--- config.mk ---
export PLATFORM = sky130hd
export DESIGN_NAME = cola_destinos_fifo
export DESIGN_NICKNAME = d
export VERILOG_FILES = /design/src/rtl/cola_destinos_pkg.sv /design/src/rtl/cola_destinos_match.sv /design/src/rtl/cola_destinos_fifo.sv
export SDC_FILE = /design/constraint.sdc
export NUM_CORES = 1
export LEC_CHECK = 0
export CORE_MARGIN = 2
export CORE_UTILIZATION = 40
export CTS_BUF_LIST = sky130_fd_sc_hd__clkbuf_4
export CTS_CLUSTER_DIAMETER = 30
export DETAILED_ROUTE_END_ITERATION = 12
export MAX_ROUTING_LAYER = met4
export REMOVE_ABC_BUFFERS = 1
export SLEW_MARGIN = 5
export SYNTH_ARGS = -nofsm -noshare
export SYNTH_HDL_FRONTEND = slang
export SYNTH_SLANG_ARGS = --single-unit
export TNS_END_PERCENT = 50
--- constraint.sdc ---
create_clock -name clk -period 3.65 [get_ports clk]
set_input_delay 0.73 -clock clk [delete_from_list [all_inputs] [get_ports clk]]
set_output_delay 0.73 -clock clk [all_outputs]
set_load 0.05 [all_outputs]
--- src/rtl/cola_destinos_pkg.sv ---
// ============================================================================
// cola_destinos_pkg : floor-code constants and default sizing for the queue
// Rev 1.0
// ============================================================================
`default_nettype none

package cola_destinos_pkg;

  localparam int DEF_DEST_W = 2;
  localparam int DEF_DEPTH  = 16;

  localparam logic [1:0] DEST_MINUS_ONE = 2'b00;
  localparam logic [1:0] DEST_ONE       = 2'b01;
  localparam logic [1:0] DEST_TWO       = 2'b10;
  localparam logic [1:0] DEST_THREE     = 2'b11;

endpackage

`default_nettype wire

--- src/rtl/cola_destinos_match.sv ---
// ============================================================================
// cola_destinos_match : parallel compare of an incoming code against pending slots
// Rev 1.0
// ============================================================================
`default_nettype none

module cola_destinos_match
  import cola_destinos_pkg::*;
#(
  parameter int DEST_W = DEF_DEST_W,
  parameter int DEPTH  = DEF_DEPTH
) (
  input  logic [DEST_W-1:0]             dest,
  input  logic [DEPTH-1:0][DEST_W-1:0]  mem,
  input  logic [DEPTH-1:0]              valid,
  input  logic [DEPTH-1:0]              excl,
  output logic                          hit
);

  logic [DEPTH-1:0] eq;

  for (genvar i = 0; i < DEPTH; i++) begin : g_cmp
    assign eq[i] = valid[i] & ~excl[i] & (mem[i] == dest);
  end

  assign hit = |eq;

endmodule

`default_nettype wire

--- src/rtl/cola_destinos_fifo.sv ---
// ============================================================================
// cola_destinos_fifo : show-ahead FIFO of floor destinations with optional
//                      duplicate suppression, flush and overflow flags
// Rev 1.0
// ============================================================================
`default_nettype none

module cola_destinos_fifo
  import cola_destinos_pkg::*;
#(
  parameter int DEST_W = DEF_DEST_W,
  parameter int DEPTH  = DEF_DEPTH,
  parameter int DEDUP  = 1,
  parameter int CNT_W  = $clog2(DEPTH + 1)
) (
  input  logic              clk,
  input  logic              rst_n,
  input  logic              flush,
  input  logic              push_valid,
  input  logic [DEST_W-1:0] push_dest,
  output logic              push_ready,
  output logic              pop_valid,
  input  logic              pop_ready,
  output logic [DEST_W-1:0] destino,
  output logic [CNT_W-1:0]  count,
  output logic              full,
  output logic              empty,
  output logic              duplicado,
  output logic              overflow
);

  localparam int PTR_W = $clog2(DEPTH);

  logic [DEPTH-1:0][DEST_W-1:0] mem_q, mem_d;
  logic [DEPTH-1:0]             vld_q, vld_d;
  logic [PTR_W-1:0]             wr_ptr_q, wr_ptr_d, rd_ptr_q, rd_ptr_d;
  logic [CNT_W-1:0]             count_q, count_d;
  logic                         dup_q, dup_d, ovf_q, ovf_d;
  logic                         push_hs, pop_hs, hit, store;

  // Pointers wrap explicitly so DEPTH need not be a power of two.
  function automatic logic [PTR_W-1:0] ptr_inc(input logic [PTR_W-1:0] p);
    return (p == PTR_W'(DEPTH - 1)) ? '0 : p + 1'b1;
  endfunction

  assign full       = (count_q == CNT_W'(DEPTH));
  assign empty      = (count_q == '0);
  assign push_ready = ~full;
  assign pop_valid  = ~empty;
  assign destino    = empty ? '0 : mem_q[rd_ptr_q];
  assign count      = count_q;
  assign duplicado  = dup_q;
  assign overflow   = ovf_q;

  assign push_hs = push_valid & push_ready;
  assign pop_hs  = pop_valid & pop_ready;

  if (DEDUP != 0) begin : g_dedup
    logic [DEPTH-1:0] excl;

    // The head leaving this cycle no longer counts as pending.
    always_comb begin
      excl = '0;
      if (pop_hs) excl[rd_ptr_q] = 1'b1;
    end

    cola_destinos_match #(
      .DEST_W (DEST_W),
      .DEPTH  (DEPTH)
    ) u_match (
      .dest  (push_dest),
      .mem   (mem_q),
      .valid (vld_q),
      .excl  (excl),
      .hit   (hit)
    );
  end else begin : g_nodedup
    assign hit = 1'b0;
  end

  assign store = push_hs & ~hit;

  always_comb begin
    mem_d    = mem_q;
    vld_d    = vld_q;
    wr_ptr_d = wr_ptr_q;
    rd_ptr_d = rd_ptr_q;
    count_d  = count_q;
    dup_d    = 1'b0;
    ovf_d    = 1'b0;
    if (flush) begin
      vld_d    = '0;
      wr_ptr_d = '0;
      rd_ptr_d = '0;
      count_d  = '0;
    end else begin
      if (pop_hs) begin
        vld_d[rd_ptr_q] = 1'b0;
        rd_ptr_d        = ptr_inc(rd_ptr_q);
      end
      if (store) begin
        mem_d[wr_ptr_q] = push_dest;
        vld_d[wr_ptr_q] = 1'b1;
        wr_ptr_d        = ptr_inc(wr_ptr_q);
      end
      count_d = count_q + CNT_W'(store) - CNT_W'(pop_hs);
      dup_d   = push_hs & hit;
      ovf_d   = push_valid & full;
    end
  end

  always_ff @(posedge clk) begin
    mem_q <= mem_d;
  end

  always_ff @(posedge clk or negedge rst_n) begin
    if (!rst_n) begin
      vld_q    <= '0;
      wr_ptr_q <= '0;
      rd_ptr_q <= '0;
      count_q  <= '0;
      dup_q    <= 1'b0;
      ovf_q    <= 1'b0;
    end else begin
      vld_q    <= vld_d;
      wr_ptr_q <= wr_ptr_d;
      rd_ptr_q <= rd_ptr_d;
      count_q  <= count_d;
      dup_q    <= dup_d;
      ovf_q    <= ovf_d;
    end
  end

endmodule

`default_nettype wire

Word level (Yosys, flattened, before mapping)
Cells that the tools add are included.

Flip-flop bits (word level): 63. Output and inout port bits: 13. Logic and storage cells: 140. RAM bits: 0. Latch bits: 0. Memories: 0. Bits in read-only memories: 0. Bits of input ports: 7.

Reduce and logical (&&, ||, !) cells: 7. $add $sub $neg: 4. Shift-type cells: 0. $lt $le $gt $ge: 4. Bitwise logic cells: 60. Mux-type cells: 24. Equal/unequal tests: 19. Multiply operators: 0. Divide/modulo/power cells: 0.

Operators by type and width (number): $mux W16 (5); $and A1 B1 Y1 (37); $bwmux W32 (1); $eq A2 B2 Y1 (16); $mux W4 (6); $not A1 Y1 (20); $and A16 B16 Y16 (1); $not A16 Y16 (1); $or A16 B16 Y16 (1); $reduce_or A16 Y1 (1); $lt A4 B5 Y1 const B (2); $add A4 B1 Y4 const B (2); $bmux W2 S4 (1); $demux W1 S4 (2); $demux W2 S4 (1); $eq A4 B4 Y1 const B (2); $ge A4 B1 Y1 const B (2); $mux W2 (3); $add A5 B1 Y5 (1); $eq A5 B5 Y1 const B (1); $logic_not A5 Y1 (1); $mux W5 (1); $sub A5 B1 Y5 (1); $mux W1 (4); 3 further kinds (5).

Logic depth before layout (Yosys ltp)
Word-level depth: 14. Mapped depth: 18. Gate-level depth less buffers: 17.

Modules after synthesis
From an unflattened synthesis, not the netlist that was laid out.

Cell total of the unflattened synthesis: 313. Area, all modules: 3569.7 um2.

By module, submodules not included: cola_destinos_fifo (cells an instance 251, area an instance 3050.4 um2, seq. area each 1736.7 um2, instances 1); cola_destinos_match (cells an instance 62, area an instance 519.2 um2, seq. area each 0.0 um2, instances 1).

Worst setup path after synthesis
Ideal clock, no wire load.

Path kind: reg2reg. From: reg count_q[2] (netlist: count[2]). To: reg count_q[4] (netlist: count[4]). Period minus slack after synthesis: 4.018 ns. Stages on the path, launching flop included: 19. Data arrival time: 3.940 ns. Slack: -0.368 ns. Data required time: 3.572 ns. Setup time: 0.078 ns. Buffers on the path: 1. Cell sequence: dfrtp_1 > inv_1 > ha_1 > nor4b_2 > buf_4 > o41ai_2 > o22ai_1 > nor4_2 > nand4_1 > ha_1 > inv_1 > ha_1 > inv_1 > fa_1 > inv_1 > a21oi_1 > nor2_1 > or3_1 > a21oi_1.

Cells in the longest elaborated chain, start to end: 13. Elaborated cells on any way between the ends: 61. Those cells by class: add/sub (2); eq/ne (1); mux (2); bitwise (54); reduce/logical (2).

RTL lines: start, declared (line cola_destinos_fifo.sv:37) `logic [CNT_W-1:0] count_q, count_d;`; start signal, assigned (line cola_destinos_fifo.sv:128) `count_q <= count_d;`; $logic_not A5 Y1 (*) (line cola_destinos_fifo.sv:47) `assign empty = (count_q == '0);`; via empty (line cola_destinos_fifo.sv:27) `output logic empty,`; $not A1 Y1 (*) (line cola_destinos_fifo.sv:49) `assign pop_valid = ~empty;`; $and A1 B1 Y1 (*) (line cola_destinos_fifo.sv:56) `assign pop_hs = pop_valid & pop_ready;`; $mux W16 (line cola_destinos_fifo.sv:64) `if (pop_hs) excl[rd_ptr_q] = 1'b1;`; $not A1 Y1 (line cola_destinos_match.sv:23) `assign eq[i] = valid[i] & ~excl[i] & (mem[i] == dest);`; $and A1 B1 Y1 (2 in a row) (line cola_destinos_match.sv:23); $reduce_or A16 Y1 (line cola_destinos_match.sv:26) `assign hit = |eq;`; $not A1 Y1 (line cola_destinos_fifo.sv:81) `assign store = push_hs & ~hit;`; $and A1 B1 Y1 (line cola_destinos_fifo.sv:81); $add A5 B1 Y5 (line cola_destinos_fifo.sv:106) `count_d = count_q + CNT_W'(store) - CNT_W'(pop_hs);`; $sub A5 B1 Y5 (*) (line cola_destinos_fifo.sv:106); $mux W5 (*) (line cola_destinos_fifo.sv:91) `if (flush) begin`; via count_d[4] (line cola_destinos_fifo.sv:37).

Mark *: on every way through the listed nets, which the timed path passes. The rest lies on a longest branch. A chain may end at the register's enable or synchronous reset.

Worst setup path after layout
From: in pop_ready. To: reg count_q[4] (netlist: count[4]).

Cells in the longest elaborated chain, start to end: 11. Elaborated cells on any way between the ends: 56. Those cells by class: add/sub (2); mux (2); bitwise (51); reduce/logical (1).

RTL lines: start, declared (line cola_destinos_fifo.sv:23) `input logic pop_ready,`; $and A1 B1 Y1 (*) (line cola_destinos_fifo.sv:56); $mux W16 (line cola_destinos_fifo.sv:64); $not A1 Y1 (line cola_destinos_match.sv:23); $and A1 B1 Y1 (2 in a row) (line cola_destinos_match.sv:23); $reduce_or A16 Y1 (line cola_destinos_match.sv:26); $not A1 Y1 (line cola_destinos_fifo.sv:81); $and A1 B1 Y1 (line cola_destinos_fifo.sv:81); $add A5 B1 Y5 (line cola_destinos_fifo.sv:106); $sub A5 B1 Y5 (*) (line cola_destinos_fifo.sv:106); $mux W5 (*) (line cola_destinos_fifo.sv:91); via count_d[4] (line cola_destinos_fifo.sv:37).

Marked as above.

==> impl_metrics.ini <==
[synth]
ys_dominant_reg_cell = sky130_fd_sc_hd__edfxtp_1
ys_seq_elements = 63
postSynth.asyncResetShare = 0.4921
most_area_consuming_cells_after_synthesis = sky130_fd_sc_hd__edfxtp_1 (28%), sky130_fd_sc_hd__dfrtp_1 (22%), sky130_fd_sc_hd__xnor2_1 (8.8%), sky130_fd_sc_hd__mux4_2 (6.4%), sky130_fd_sc_hd__ha_1 (5.0%)
netlist-cell-type-count = 42
synth-edff-count = 32
synth.yosys.seq_area_share = 0.4971
avgSynthCellArea_sq_um = 12.13
synth_top_area_share = 0.2751
syn_inst = 288
yosys_warnings = 0
synthDominantAreaCellType = sky130_fd_sc_hd__edfxtp_1
synth_area_sq_mm = 0.003493

[worst_setup_path]
worstReg2RegStart = rd_ptr_q[0]
crit_path_end_kind = register
ff2ff_path_depth = 18
criticalPathCategory = input port to register
cp.required_ps = 4000
cp-start-kind = input port
worst_ep_arrival_time_ps = 4050
r2r-end = count[4]
worstPathMaxFanout = 5
timing.reg2reg.setup_slack_ps = -10

[floorplan]
floorplan.die.width_microns = 97.45
initial_core_util = 0.4065
io_pins = 20
floorplan.die.height_microns = 97.45
num_rows = 34
die-area_sq_mm = 0.009497
core_sq_mm = 0.008593

[timing]
slew_headroom = 0.6674
fin_skew_ps = 26.20
timing.final.crit_period_ps = 3699
slew_violations = 0
setup_violating_endpoint_count_in_the_final_report = 1
min_period_over_period = 1.013
fin_ws_ps = -48.91
finalHoldViolations = 0
max_freq_mhz = 270.4
final.setup.tns_ps = -48.91
rsz0062_at_grt = yes
tightest_slew_ps = 497.4

[outcome]
status = finished, violations left
failed_checks = negative setup slack

[cts]
holdBufCountCts = 0
clock_latency_ps = 420
htree_levels = 3
cts.sink_count = 63
cts-buffers-inserted = 9
number_of_buffers_on_the_longest_clock_path = 2
clkSlewWorstSetupHoldPaths_ps = 130
root_buffer = sky130_fd_sc_hd__clkbuf_4
tritoncts = built

[worst_hold_path]
worst_hold_path.num_cells = 2
hp-class = register to register
min_from = vld_q[10]
hold_end = vld_q[10]

[global_route]
global_route_wire_length_before_repair_mm = 13.89
grt_max_degree = 32
overflow = 0
vias_in_the_first_global_route = 2556
grt_antenna_before_repair = 0
track_usage = 0.1952

[placement]
dpl_cell_area_sq_mm = 0.004143
detailedPlace.worstSlack_ps = -621.2
dp.final_hpwl_mm = 6.003
gp_congestion = 0.8452
buffer_ports.inserted = 19

[drt]
num_vias = 2587
wl_per_cell_microns = 19.19
ant_nets = 0
drcViolationCount = 0
drt_first_iter_violations = 106
drt_first_pass_iters = 4
avgViaCountPerCell = 5.446
routed_wirelength_mm = 9.115

[flow_run]
maxCapViolCount = 0

[power]
peakVddDrop_mv = 0.2918
leakagePower_nw = 1.738
power_mw = 2.696
power_per_cell_area_mw_per_mm2 = 566.0

[final_layout]
filler_cell_count = 708
antennaDiodeCount = 0
number_of_nets_in_the_layout = 384
drive_above_1_share = 0.3515
postLayoutCellArea_sq_mm = 0.004763
areaGrowthSynthToFinish_pct = 36.35
synth_stat cells (2+ instances only):
master	number
sky130_fd_sc_hd__edfxtp_1	32
sky130_fd_sc_hd__a31oi_1	2
sky130_fd_sc_hd__and2_1	15
sky130_fd_sc_hd__nor2_1	12
sky130_fd_sc_hd__inv_1	14
sky130_fd_sc_hd__nor3_1	2
sky130_fd_sc_hd__o22ai_1	8
sky130_fd_sc_hd__mux4_2	10
sky130_fd_sc_hd__mux2i_1	4
sky130_fd_sc_hd__o41ai_1	13
sky130_fd_sc_hd__nand2_1	26
sky130_fd_sc_hd__xor2_1	2
sky130_fd_sc_hd__buf_4	3
sky130_fd_sc_hd__o21ai_0	2
sky130_fd_sc_hd__nand3_1	2
sky130_fd_sc_hd__buf_2	3
sky130_fd_sc_hd__or4_1	3
sky130_fd_sc_hd__nor2b_1	5
sky130_fd_sc_hd__a21oi_1	6
sky130_fd_sc_hd__xnor2_1	35
sky130_fd_sc_hd__o21bai_1	2
sky130_fd_sc_hd__o2bb2ai_1	14
sky130_fd_sc_hd__clkbuf_1	7
sky130_fd_sc_hd__nor4_2	3
sky130_fd_sc_hd__ha_1	14
sky130_fd_sc_hd__o41ai_2	3
sky130_fd_sc_hd__dfrtp_1	31
per-layer routing:
layer | track usage | part of all wire | vias up
li1 | - | - | 1207
met1 | 0.2673 | 0.43 | 1305
met2 | 0.2950 | 0.51 | 61
met3 | 0.03741 | 0.044 | 14
met4 | 0.06410 | 0.016 | 0
met5 | - | 0 | -
placed cells by master (no fill, tap or decap), types with 7 or more instances in the layout:
| cell | n |
|---|---|
| sky130_fd_sc_hd__o2bb2ai_1 | 14 |
| sky130_fd_sc_hd__clkbuf_4 | 9 |
| sky130_fd_sc_hd__buf_4 | 52 |
| sky130_fd_sc_hd__ha_1 | 10 |
| sky130_fd_sc_hd__inv_2 | 7 |
| sky130_fd_sc_hd__mux4_2 | 10 |
| sky130_fd_sc_hd__nor2_1 | 11 |
| sky130_fd_sc_hd__o41ai_4 | 13 |
| sky130_fd_sc_hd__dfrtp_1 | 30 |
| sky130_fd_sc_hd__edfxtp_1 | 32 |
| sky130_fd_sc_hd__xnor2_1 | 35 |
| sky130_fd_sc_hd__clkdlybuf4s50_1 | 16 |
| sky130_fd_sc_hd__inv_1 | 8 |
| sky130_fd_sc_hd__and2_1 | 15 |
| sky130_fd_sc_hd__nand2_1 | 22 |
sequential cells by signal, summed over array words and instances (netlist names):
signal	cells
wr_ptr_q	4
duplicado	1
rd_ptr_q	4
overflow	1
vld_q	16
mem_q	32
count	5
power breakdown:
group	total, mW	switching [mW]	internal [mW]
Sequential	0.845	0.0519	0.793
Clock	0.551	0.279	0.272
Combinational	1.30	0.721	0.580
how the worst max path moves through the flow:
stage,start,to,slack [ps],cells after the start
floorplan,count[3],count[4],-1070,17
global placement,pop_ready,count[4],-550,17
detailed placement,pop_ready,count[4],-620,17
CTS,count[2],count[4],-70,19
global route,count[3],count[4],-220,20
finish,pop_ready,count[4],-50,18
stage by stage:
stage / hold slack, ps / util / std cells
floorplan: 434.4 / - / 274
global placement: 541.2 / 0.4821 / 447
detailed placement: 557.3 / 0.4821 / 447
CTS: 554.2 / 0.5092 / 463
global route: 602.9 / 0.5543 / 475
finish: 572.2 / 0.5543 / 475
area by class of cell:
| class | instances | area [sq um] | area share |
|---|---|---|---|
| multi-input combinational | 196 | 1973 | 0.4142 |
| sequential | 63 | 1740 | 0.3654 |
| timing repair buffer | 77 | 703.2 | 0.1476 |
| tap | 108 | 135.1 | 0.02837 |
| clock inverter | 7 | 87.58 | 0.01839 |
| clock buffer | 9 | 67.56 | 0.01418 |
| inverter | 15 | 56.30 | 0.01182 |
logic make-up after synthesis:
family          after synthesis  synth area share
buf+inv                      29           0.03546
simple gates                 78            0.1225
compound gates               52            0.1203
flops                        63            0.4971
mux                          14           0.07593
fa+ha+maj                    15           0.05587
xor+xnor                     37           0.09276
critical path, cell delays in order:
cell and delay [ps]:
sky130_fd_sc_hd__clkdlybuf4s15_1 350, sky130_fd_sc_hd__nand2_2 190, sky130_fd_sc_hd__buf_4 180, sky130_fd_sc_hd__o41ai_4 340, sky130_fd_sc_hd__o22ai_1 140, sky130_fd_sc_hd__nor4_2 290, sky130_fd_sc_hd__buf_4 180, sky130_fd_sc_hd__nand4_1 130
sky130_fd_sc_hd__ha_1 330, sky130_fd_sc_hd__inv_2 40, sky130_fd_sc_hd__ha_4 150, sky130_fd_sc_hd__inv_2 50, sky130_fd_sc_hd__fa_2 210, sky130_fd_sc_hd__inv_2 40, sky130_fd_sc_hd__a21oi_2 140, sky130_fd_sc_hd__nor2_2 60
sky130_fd_sc_hd__or3_4 360, sky130_fd_sc_hd__a21oi_2 120
repair_timing:
item,4_1_cts,5_1_grt
setup buffers,0,11
gates cloned,0,1
gates resized for setup,14,47
setup endpoints to repair,4,3
pin swaps,0,18
No activity file was read; power rests on OpenSTA's default activity.
